===== src/rtl/aes_key_sched_ctrl.sv =====
// AES-128 key-expansion sequencer: one round key per EMIT, SubWord done externally.
// Optional AES_KS_ABORT_EN adds an abort input that drops any schedule back to IDLE.
module aes_key_sched_ctrl #(
  parameter int NUM_ROUNDS = 10,
  parameter int SUB_LAT    = 0
) (
  input  logic         clk,
  input  logic         rst_n,
  input  logic         key_valid,
  output logic         key_ready,
  input  logic [127:0] key_in,
  output logic [31:0]  sub_in,
  input  logic [31:0]  sub_out,
  output logic         rk_valid,
  input  logic         rk_ready,
  output logic [127:0] rk_data,
  output logic [3:0]   rk_round,
  output logic         busy,
  output logic         done
`ifdef AES_KS_ABORT_EN
  ,
  input  logic         abort
`endif
);

  typedef enum logic [1:0] {IDLE, EMIT, SUB, MIX} state_t;

  state_t      state;
  logic [31:0] w0, w1, w2, w3;
  logic [3:0]  round;
  logic [31:0] rcon_q;
  logic [1:0]  sub_cnt;
  logic [31:0] sub_q;
  logic [31:0] nw0, nw1, nw2, nw3;
  logic        abort_hit;

`ifdef AES_KS_ABORT_EN
  assign abort_hit = abort && (state != IDLE);
`else
  assign abort_hit = 1'b0;
`endif

  function automatic logic [7:0] rcon_of(input logic [3:0] r);
    case (r)
      4'd1:    rcon_of = 8'h01;
      4'd2:    rcon_of = 8'h02;
      4'd3:    rcon_of = 8'h04;
      4'd4:    rcon_of = 8'h08;
      4'd5:    rcon_of = 8'h10;
      4'd6:    rcon_of = 8'h20;
      4'd7:    rcon_of = 8'h40;
      4'd8:    rcon_of = 8'h80;
      4'd9:    rcon_of = 8'h1b;
      4'd10:   rcon_of = 8'h36;
      default: rcon_of = 8'h00;
    endcase
  endfunction

  // Chained XOR: each new word depends on the new word before it.
  assign nw0 = w0 ^ sub_q ^ rcon_q;
  assign nw1 = w1 ^ nw0;
  assign nw2 = w2 ^ nw1;
  assign nw3 = w3 ^ nw2;

  always_ff @(posedge clk or negedge rst_n) begin
    if (!rst_n) begin
      state     <= IDLE;
      w0        <= '0;
      w1        <= '0;
      w2        <= '0;
      w3        <= '0;
      round     <= '0;
      rcon_q    <= '0;
      sub_cnt   <= '0;
      sub_q     <= '0;
      rk_valid  <= 1'b0;
      rk_data   <= '0;
      rk_round  <= '0;
      done      <= 1'b0;
      busy      <= 1'b0;
      key_ready <= 1'b1;
      sub_in    <= '0;
    end else begin
      done <= 1'b0;
      if (abort_hit) begin
        state     <= IDLE;
        w0        <= '0;
        w1        <= '0;
        w2        <= '0;
        w3        <= '0;
        round     <= '0;
        rcon_q    <= '0;
        sub_cnt   <= '0;
        rk_valid  <= 1'b0;
        rk_data   <= '0;
        rk_round  <= '0;
        busy      <= 1'b0;
        key_ready <= 1'b1;
        sub_in    <= '0;
      end else begin
        case (state)
          IDLE: if (key_valid && key_ready) begin
            {w0, w1, w2, w3} <= key_in;
            round     <= '0;
            rk_valid  <= 1'b1;
            rk_data   <= key_in;
            rk_round  <= '0;
            busy      <= 1'b1;
            key_ready <= 1'b0;
            state     <= EMIT;
          end
          EMIT: if (rk_ready) begin
            rk_valid <= 1'b0;
            if (round == 4'(NUM_ROUNDS)) begin
              state     <= IDLE;
              done      <= 1'b1;
              busy      <= 1'b0;
              key_ready <= 1'b1;
            end else begin
              round   <= round + 4'd1;
              sub_cnt <= '0;
              sub_in  <= {w3[23:0], w3[31:24]};
              state   <= SUB;
            end
          end
          SUB: begin
            // round was already advanced on leaving EMIT
            if (sub_cnt == 2'd0) rcon_q <= {rcon_of(round), 24'h0};
            if (sub_cnt == 2'(SUB_LAT)) begin
              sub_q  <= sub_out;
              sub_in <= '0;
              state  <= MIX;
            end else begin
              sub_cnt <= sub_cnt + 2'd1;
            end
          end
          MIX: begin
            w0       <= nw0;
            w1       <= nw1;
            w2       <= nw2;
            w3       <= nw3;
            rk_valid <= 1'b1;
            rk_data  <= {nw0, nw1, nw2, nw3};
            rk_round <= round;
            state    <= EMIT;
          end
          default: state <= IDLE;
        endcase
      end
    end
  end

endmodule

===== config.mk =====
export PLATFORM = sky130hd
export DESIGN_NAME = aes_key_sched_ctrl
export DESIGN_NICKNAME = d
export VERILOG_FILES = /design/src/rtl/aes_key_sched_ctrl.sv
export SDC_FILE = /design/constraint.sdc
export NUM_CORES = 1
export LEC_CHECK = 0
export CAP_MARGIN = 20
export CORE_UTILIZATION = 44
export CTS_CLUSTER_DIAMETER = 100
export DETAILED_ROUTE_END_ITERATION = 10
export PLACE_DENSITY = 0.78
export SLEW_MARGIN = 20
export SYNTH_ARGS = -nofsm -noshare
export SYNTH_HDL_FRONTEND = slang
export SYNTH_SLANG_ARGS = --single-unit

===== constraint.sdc =====
create_clock -name clk -period 1.8 [get_ports clk]
set_input_delay 0.27 -clock clk [delete_from_list [all_inputs] [get_ports clk]]
set_output_delay 0.27 -clock clk [all_outputs]
set_load 0.01 [all_outputs]

# [After elaboration in Yosys (flattened, before gate mapping)]
# Memories as Yosys holds them, arrays and structs flattened. A register that Yosys moved wholly into a read port is not among the register bits.
# Index checks and enable logic that the tools add are counted.
[word_totals] regBits=336 romBits=128 inputBits=164 output_inout_bits=168 elab_cells=90 n_memories=1
[mem_list] name="(no name shown)" words=16 word_bits=8 rd=1 rd_clocked_by_memory_dff=1 write_ports=0 line_no="44" rtl="case (r)"
[classes] n_addsub=2 n_eq_ne=10 n_mux=41 n_bitwise=5 n_reduce_logical=16
[ops] cell="case mux 32 bit (2 select lines)" n=5
[ops] cell="case mux 128 bit (2 select lines)" n=1
[ops] cell="2-to-1 mux 32 bit" n=7
[ops] cell="XOR 32 bit" n=5
[ops] cell="2-to-1 mux 128 bit" n=1
[ops] cell="case mux 4 bit (2 select lines)" n=2
[ops] cell="AND reduction 4 bit" n=4
[ops] cell="2-to-1 mux 2 bit" n=7
[ops] cell="2-to-1 mux 4 bit" n=3
[ops] cell="!= test 2 bit (second input constant)" n=6
[ops] cell="2-to-1 mux 1 bit" n=10
[ops] cell="case mux 2 bit (4 select lines)" n=1
[ops] cell="AND reduction 3 bit" n=2
[ops] cell="nonzero test 2 bit" n=3
[ops] cell="adder 4 x 1 -> 4 bit (second input constant)" n=1
[ops] cell="== test 2 bit (second input constant)" n=2
[ops] cell="== test 4 bit (second input constant)" n=1
[ops] cell="zero test 2 bit" n=2
[ops] cell="case mux 1 bit (2 select lines)" n=2
[ops] cell="case mux 2 bit (2 select lines)" n=1
[ops] cell="AND reduction 2 bit" n=2
[ops] cell="case mux 1 bit (3 select lines)" n=1
[ops] cell="nonzero test 3 bit" n=1
[ops] cell="adder 2 x 1 -> 2 bit (second input constant)" n=1
[ops] cell="other kinds (3)" n=3

# [Depth between registers and ports, before layout]
# Gate-level depths: netlist of the first run.
[depth] ltp_word=6 mapped_depth=9 mapped_depth_nobuf=6

# [Least setup slack after synthesis of the first run]
# No wires, ideal clock.
[synth_path] kind="register to register" startpoint="register state[0]" endpoint="register rk_data[56]" setup_ns=0.147 arrival_ns=1.756 required_time_ns=1.653 slack_ns=-0.103 path_stages_with_launch=10 path_buffers=3 synth_period_minus_slack_ns=1.903 path_cell_list="dfrtp_1 inv_1 ha_1 and3_1 buf_4 or2_1 buf_4 buf_4 o22ai_1 a311oi_1"
[synth_between] elab_chain_cells=3 word_cells_on_any_way=6 cone_classes="2 x eq/ne; 1 x mux; 3 x reduce/logical"
[synth_rtl] item="start, declared" line_no="28" rtl="state_t state;"
[synth_rtl] item="start signal, assigned" line_no="67" rtl="state <= IDLE;"
[synth_rtl] item="start signal, assigned" line_no="86" rtl="state <= IDLE;"
[synth_rtl] item="start signal, assigned" line_no="110" rtl="state <= EMIT;"
[synth_rtl] item="== test 2 bit / zero test 2 bit (equally long branches)" line_no="101" rtl="case (state)"
[synth_rtl] item="nonzero test 2 bit (no line) / != test 2 bit (equally long branches)"
[synth_rtl] item="AND reduction 2 bit (no line)"
[synth_rtl] item="end signal, assigned" line_no="106" rtl="rk_data <= key_in;"
[synth_rtl] item="end signal, assigned" line_no="143" rtl="rk_data <= {nw0, nw1, nw2, nw3};"
[synth_rtl] item="end, declared" line_no="16" rtl="output logic [127:0] rk_data,"
# Parallel ways exist; a longest one is shown, timed or not.
# A chain may end at the register's enable or synchronous reset.

# [Worst setup path after layout of the first run]
[layout_path] startpoint="register state[0]" endpoint="register rk_data[3]"
# The elaborated chain is that of the path after synthesis.

==> results by group, run 1 <==
Outcome
  • Status: complete, but fails checks
  • Failing checks: negative setup slack

Pwr
  • Pwr per Cell Area: 2150 mW/mm^2
  • VDD IR max: 1.21 mV
  • P_leak: 7.48 nW

STA
  • Max Clock Freq: 519 MHz
  • Fin. max-slew vios: 0
  • Worst slew margin: 64.4%
  • Final hold vios: 0
  • PnR worst setup slack: -0.127 ns
  • Max Clock Skew: 0.0112 ns
  • Fin Hold WS: 0.269 ns
  • Final min period: 1.93 ns
  • Final setup viols: 78
  • Setup TNS: -3.27 ns
  • RSZ-0062 raised after global routing: true
  • Slew @ Worst Pin: 0.534 ns
  • Period utilization: 107%

Worst setup path
  • Crit Path Class: reg -> reg
  • Critical Path Start: state[0]$_DFFE_PN0P_
  • Type of element launching the critical path: flop
  • Crit-path cells: inv_2 > ha_4 > and3_4 > or2_4 > buf_12 > buf_16 > o22ai_4 > a311oi_2
  • WP data required: 2.20 ns
  • RR Startpoint: state[0]$_DFFE_PN0P_
  • Crit path DAT: 2.33 ns
  • CP endpoint kind: flop
  • CP max stage delay: 0.39 ns
  • CP max FO: 6
  • Critical-path cell with the highest stage delay: dfrtp_1

Yosys
  • Post-synth EDFFs: 0
  • Most frequent cells after synthesis: dfrtp_1 (215), o22ai_1 (108), o21ai_0 (92), nand2_1 (66), a21oi_1 (64)
  • Mean post-synth cell area: 10.8 sq um
  • Post-synthesis sequential area ratio: 47.8%
  • Post-synth ARST share: 100%
  • Most frequent cell after synthesis: dfrtp_1
  • Predominant post-synthesis flop cell: dfrtp_1
  • Count of cell types in the netlist: 47
  • Synth top area share: 47.5%
  • Synth warn: 0
  • Flops & latches, synth: 216
  • Post-synthesis cell area: 0.0113 sq mm
  • Largest area contributor in the netlist: dfrtp_1
  • Post-Syn Nets: 1222
  • Synth Instances: 1046
  • Synth top area cells: dfrtp_1 (48%), o22ai_1 (6.0%), xnor3_1 (5.6%)

Clock network
  • Num CTS Buffers: 23
  • CTS tree: yes
  • Clock Path Buffers: 3
  • Clk slew on worst S/H paths: 0.06 ns
  • Clk sinks: 216
  • Clk_lat worst skew: 0.51 ns
  • CTS root buf: clkbuf_16
  • H-tree Lvls: 1

Routing
  • 1st-iter DRT viols: 974
  • DRC: 0
  • ANT nets after route: 0
  • Vias/cell: 6.09
  • Final wirelength: 42.8 mm
  • DR vias: 11000
  • Iteration count of the initial detailed-routing pass: 5
  • Per-cell routed wire length: 23.8 microns

Floorplanning
  • IO Count: 332
  • Initial Utilization: 44.9%
  • Die Y-Extent: 162 microns
  • Area of the die: 0.0264 sq mm
  • Die X: 162 microns
  • Row count: 58
  • Core area: 0.0252 sq mm

Cells and area
  • Area Growth Syn to Fin: 55.4%
  • Fill cells: 1720
  • Layout cells sized above 1: 20.8%
  • Fin nets: 1633

Placed design
  • HPWL after DPL: 26.9 mm
  • GPL Wtd Cong: 0.857
  • Number of port buffers: 331

Global routing
  • Total GRT Usage: 29.6%
  • First-pass GRT wire length: 60.7 mm
  • GRT overflow: 0
  • Antenna violations before repair: 2
  • Largest net degree at the start of global routing: 77
  • Vias in the first global route: 10700

Hold path
  • Worst min-delay path class: in -> async

Run
  • MaxCap Viol Count: 0
[worst paths after layout]
| kind | to | depth (start not counted) | slack, ns |
|---|---|---|---|
| setup / recovery | rk_data[3]$_DFFE_PN0P_ | 8 | -0.13 |
| hold / removal | sub_q[2]$_DFFE_PN0P_ | 2 | 0.27 |
| setup reg to reg | rk_data[3]$_DFFE_PN0P_ | 8 | -0.13 |
| hold reg to reg | rcon_q[30]$_DFFE_PN0P_ | 2 | 0.49 |
| max in group asynchronous | key_ready$_DFFE_PN1P_ | 3 | 0.82 |
| min in group clk | rk_data[33]$_DFFE_PN0P_ | 3 | 0.35 |
[final cells by class]
class                      instances  area, sq um  area share [%]
sequential                       216         5440            30.9
clock buffer                      36          694            3.95
timing repair buffer             467         4960            28.2
multi-input combinational        697         5850            33.3
tap                              330          413            2.35
clock inverter                     1         30.0           0.171
inverter                          52          195            1.11
antenna                            2         5.00          0.0285
[metrics by stage]
step           total power [mW]  cells  utilization [%]  instance area [sq um]  setup WS (ns)
5_1_grt                    39.5   1799             69.8                  17600         -0.165
3_3_place_gp               29.0   1706             61.9                  15600         -0.162
3_5_place_dp               29.6   1706             61.9                  15600         -0.285
4_1_cts                    35.1   1757             65.9                  16600        -0.0665
6_report                   37.7   1801             69.8                  17600         -0.127
2_1_floorplan              20.8   1046                -                  11400       -0.00702
[cell families after synthesis]
kind of cell | Yosys count | synth area share [%]
buffers and inverters | 134 | 5.33
xor gates and xnor gates | 76 | 10.9
DFF | 216 | 47.8
AOI/OAI and AO/OA | 427 | 24.1
and+or+nand+nor | 128 | 5.54
adders and majority gates | 12 | 1.33
muxes | 53 | 5.04
[cell usage in the layout, fill, tap and decap left out, types with 12 or more instances in the layout]
cell / instances
buf_4: 89
dfrtp_1: 191
xnor3_1: 28
o21ai_0: 84
clkbuf_16: 30
o211ai_1: 40
nor4_2: 18
mux2_2: 32
dlymetal6s2s_1: 17
xor2_1: 24
dlygate4sd2_1: 27
dfrtp_2: 24
buf_12: 29
o21ai_1: 36
clkdlybuf4s50_1: 286
xor3_1: 12
xnor2_1: 12
nand2_1: 65
inv_1: 49
mux2i_1: 21
a311oi_1: 34
nor4_1: 14
o22ai_1: 81
a22o_1: 39
a21oi_1: 63
o22ai_2: 25
[timing repair]
action / CTS / global route
pin swaps: 7 / 26
hold buffers: 1 / 0
setup buffers: 8 / 34
endpoints found under the hold margin: 40 / 0
cloned: 5 / 10
gates resized for setup: 51 / 118
setup endpoints to repair: 87 / 207
[report_power, final]
group	switching, mW	internal [mW]
Combinational	11.6	12.0
Sequential	2.32	7.13
Clock	1.96	2.76
Total	15.9	21.9
[sequential cells by signal (all words and copies together) (netlist names)]
register	count
rk_data	127
sub_in	32
sub_q	32
rcon_q	8
rk_round	4
round	4
state	2
sub_cnt	2
busy	1
done	1
key_ready	1
rk_valid	1
w0	1
[per-layer routing]
| metal | track usage (%) | wire length (microns) | up-vias |
|---|---|---|---|
| met3 | 5.96 | 3440 | 114 |
| met2 | 50.6 | 21300 | 561 |
| met4 | 10.6 | 1610 | 2 |
| met1 | 37.1 | 16500 | 5486 |
| li1 | - | - | 4804 |
| met5 | 0 | 11 | - |
[worst max-delay path, delay by kind of cell (launching register included)]
kind                     cells  cell delay [ns]
adder cells (fa/ha/maj)      1             0.17
buffers and inverters        3             0.35
flip-flops                   1             0.39
AND/OR/NAND/NOR              2             0.55
AO/OA/AOI/OAI                2             0.35
Note: power is estimated with default switching activity, not from simulation.
==> run 2: changes to the inputs <==
Settings changed: CORE_UTILIZATION 44 to 52, PLACE_DENSITY 0.78 to not set, PLACE_DENSITY_LB_ADDON set to 0.08.
Clock period 1.8 ns to 2.45 ns, I/O delays scaled along.
==> results by group, run 2 (synthesis results as in run 1) <==
Outcome
  • Status: finished clean

Pwr
  • Clock share of power: 14.7%
  • P_leak: 6.68 nW
  • Sequential fraction of design power: 28.7%
  • Pwr per Cell Area: 1530 mW/mm^2
  • Combinational share of power: 56.6%
  • Int Pwr: 14.2 mW
  • VDD IR max: 0.907 mV
  • Design Power: 24.1 mW
  • Switch Pwr: 9.94 mW
  • Sw Share: 41.2%

Run
  • MaxCap Viol Count: 0

Routing
  • Vias/cell: 6.13
  • Iteration count of the initial detailed-routing pass: 5
  • Met1 WL: 14.4 mm
  • Final wirelength: 36.4 mm
  • Top Metal Used: met4
  • DRC: 0
  • DR vias: 10000
  • 1st-iter DRT viols: 615
  • ANT nets after route: 0
  • Met2 Wirelength: 17.4 mm
  • Per-cell routed wire length: 22.2 microns
  • DR WL met3: 3.19 mm

Cells and area
  • Biggest register: rk_data
  • Fill cells: 1529
  • Top flop regs: rk_data (127), sub_in (32), sub_q (32)
  • Final Util: 74.3%
  • Layout cells sized above 1: 7.87%
  • Reg area: 0.00541 sq mm
  • Most frequent cells in the layout: clkdlybuf4s50_1 (330), dfrtp_1 (215), o22ai_1 (108), o21ai_0 (92), nand2_1 (65)
  • Multi-input logic area: 0.00535 sq mm
  • Area Growth Syn to Fin: 38.9%
  • Fin nets: 1522
  • Max reg flops: 127
  • Commonest non-fill, non-tap cell in the layout: clkdlybuf4s50_1

Clock network
  • H-tree Lvls: 1
  • CTS tree: yes
  • Clock Path Buffers: 3
  • Clk_lat worst skew: 0.51 ns
  • Clk sinks: 216
  • CTS root buf: clkbuf_16
  • Num CTS Buffers: 23
  • Clk slew on worst S/H paths: 0.07 ns

Global routing
  • First-pass GRT wire length: 55.2 mm
  • Vias in the first global route: 9899
  • Total GRT Usage: 32.2%
  • Antenna violations before repair: 4
  • Largest net degree at the start of global routing: 97
  • GRT overflow: 0

Floorplanning
  • Row count: 53
  • Area of the die: 0.0224 sq mm
  • Initial Utilization: 53.5%
  • Die Y-Extent: 150 microns
  • IO Count: 332
  • Die X: 150 microns
  • Core area: 0.0212 sq mm

STA
  • Final setup viols: 0
  • Fin. max-slew vios: 0
  • RSZ-0062 raised after global routing: false
  • Final hold vios: 0
  • Slew @ Worst Pin: 1.11 ns
  • Final min period: 2.28 ns
  • Max Clock Freq: 440 MHz
  • Max Clock Skew: 0.0126 ns
  • Setup TNS: 0 ns
  • Period utilization: 92.9%
  • Worst slew margin: 25.9%

Placed design
  • GPL Wtd Cong: 0.846
  • HPWL after DPL: 24.4 mm
  • Number of port buffers: 331

Worst setup path
  • Crit Path Class: reg -> reg
  • CP endpoint kind: flop
  • WP data required: 2.84 ns
  • CP max FO: 28
  • Type of element launching the critical path: flop
  • Crit path DAT: 2.67 ns

Hold path
  • Worst min-delay path class: in -> async
-- run 2: changes by cell type in the layout (fill, tap and decap cells not counted), sizes merged --
cell / delta
buf: -102
bufbuf: -1
clkbuf: -9
clkdlybuf4s50: +44
clkinv: +3
diode: +1
dlygate4sd2: -27
dlymetal6s2s: -17
inv: +1
or2: -1
-- run 2: worst max-delay path, cell delays in order (launching register included) --
cell and delay [ns]:
dfrtp_1 0.44, inv_1 0.12, ha_1 0.31, and3_2 0.35, or2_4 0.33, buf_12 0.23
o22ai_1 0.10, a311oi_1 0.26
-- run 2: path summary, 6_finish.rpt --
kind	from	end	slack, ns	depth (start not counted)
min reg2reg	sub_in[20]$_DFFE_PN0P_	sub_in[20]$_DFFE_PN0P_	0.50	1
max	state[0]$_DFFE_PN0P_	rk_data[28]$_DFFE_PN0P_	0.17	7
min in group clk	key_in[46]	rk_data[46]$_DFFE_PN0P_	0.44	3
max reg2reg	state[0]$_DFFE_PN0P_	rk_data[28]$_DFFE_PN0P_	0.17	7
max in group asynchronous	rst_n	key_ready$_DFFE_PN1P_	1.30	3
min	rst_n	rk_data[73]$_DFFE_PN0P_	0.38	2
-- run 2: per-stage QoR --
stage	hold slack (ns)	cell area (sq um)	worst slack, ns	instances
CTS	0.410	15700	0.131	1635
floorplan	0.0719	11300	0.547	1046
detailed placement	0.342	14900	0.132	1595
finish	0.381	15700	0.175	1638
global placement	0.348	14900	0.258	1595
global route	0.436	15700	0.0545	1636
-- run 2: area by class of cell --
class                      instances  area share [%]
sequential                       216            34.4
multi-input combinational        696            34.0
timing repair buffer             357            23.3
clock buffer                      34            4.50
tap                              275            2.19
inverter                          52            1.24
clock inverter                     5           0.342
antenna                            3          0.0478
-- run 2: repair_timing --
action                                 in CTS  in global routing
endpoints found under the hold margin      57                  0
resized for setup                           0                  2
setup buffers                               0                  0
setup endpoints to repair                   0                  5
hold buffers                                1                  0
-- run 2: power groups by stage --
| stage | Sequential, mW | Combinational (mW) | Clock, mW |
|---|---|---|---|
| final | 6.92 | 13.6 | 3.54 |
| after global placement | 6.84 | 13.2 | 0 |
| after global routing | 7.13 | 14.6 | 3.72 |
| after CTS | 6.88 | 13.6 | 3.58 |
| after detailed placement | 6.91 | 13.5 | 0 |
| after floorplan | 7.13 | 8.01 | 0 |
-- run 2: metal layers --
| metal | track usage [%] | vias to the layer above |
|---|---|---|
| met4 | 12.8 | 0 |
| met2 | 53.4 | 441 |
| li1 | - | 4568 |
| met3 | 7.01 | 76 |
| met1 | 41.1 | 4951 |
| met5 | 0 | - |
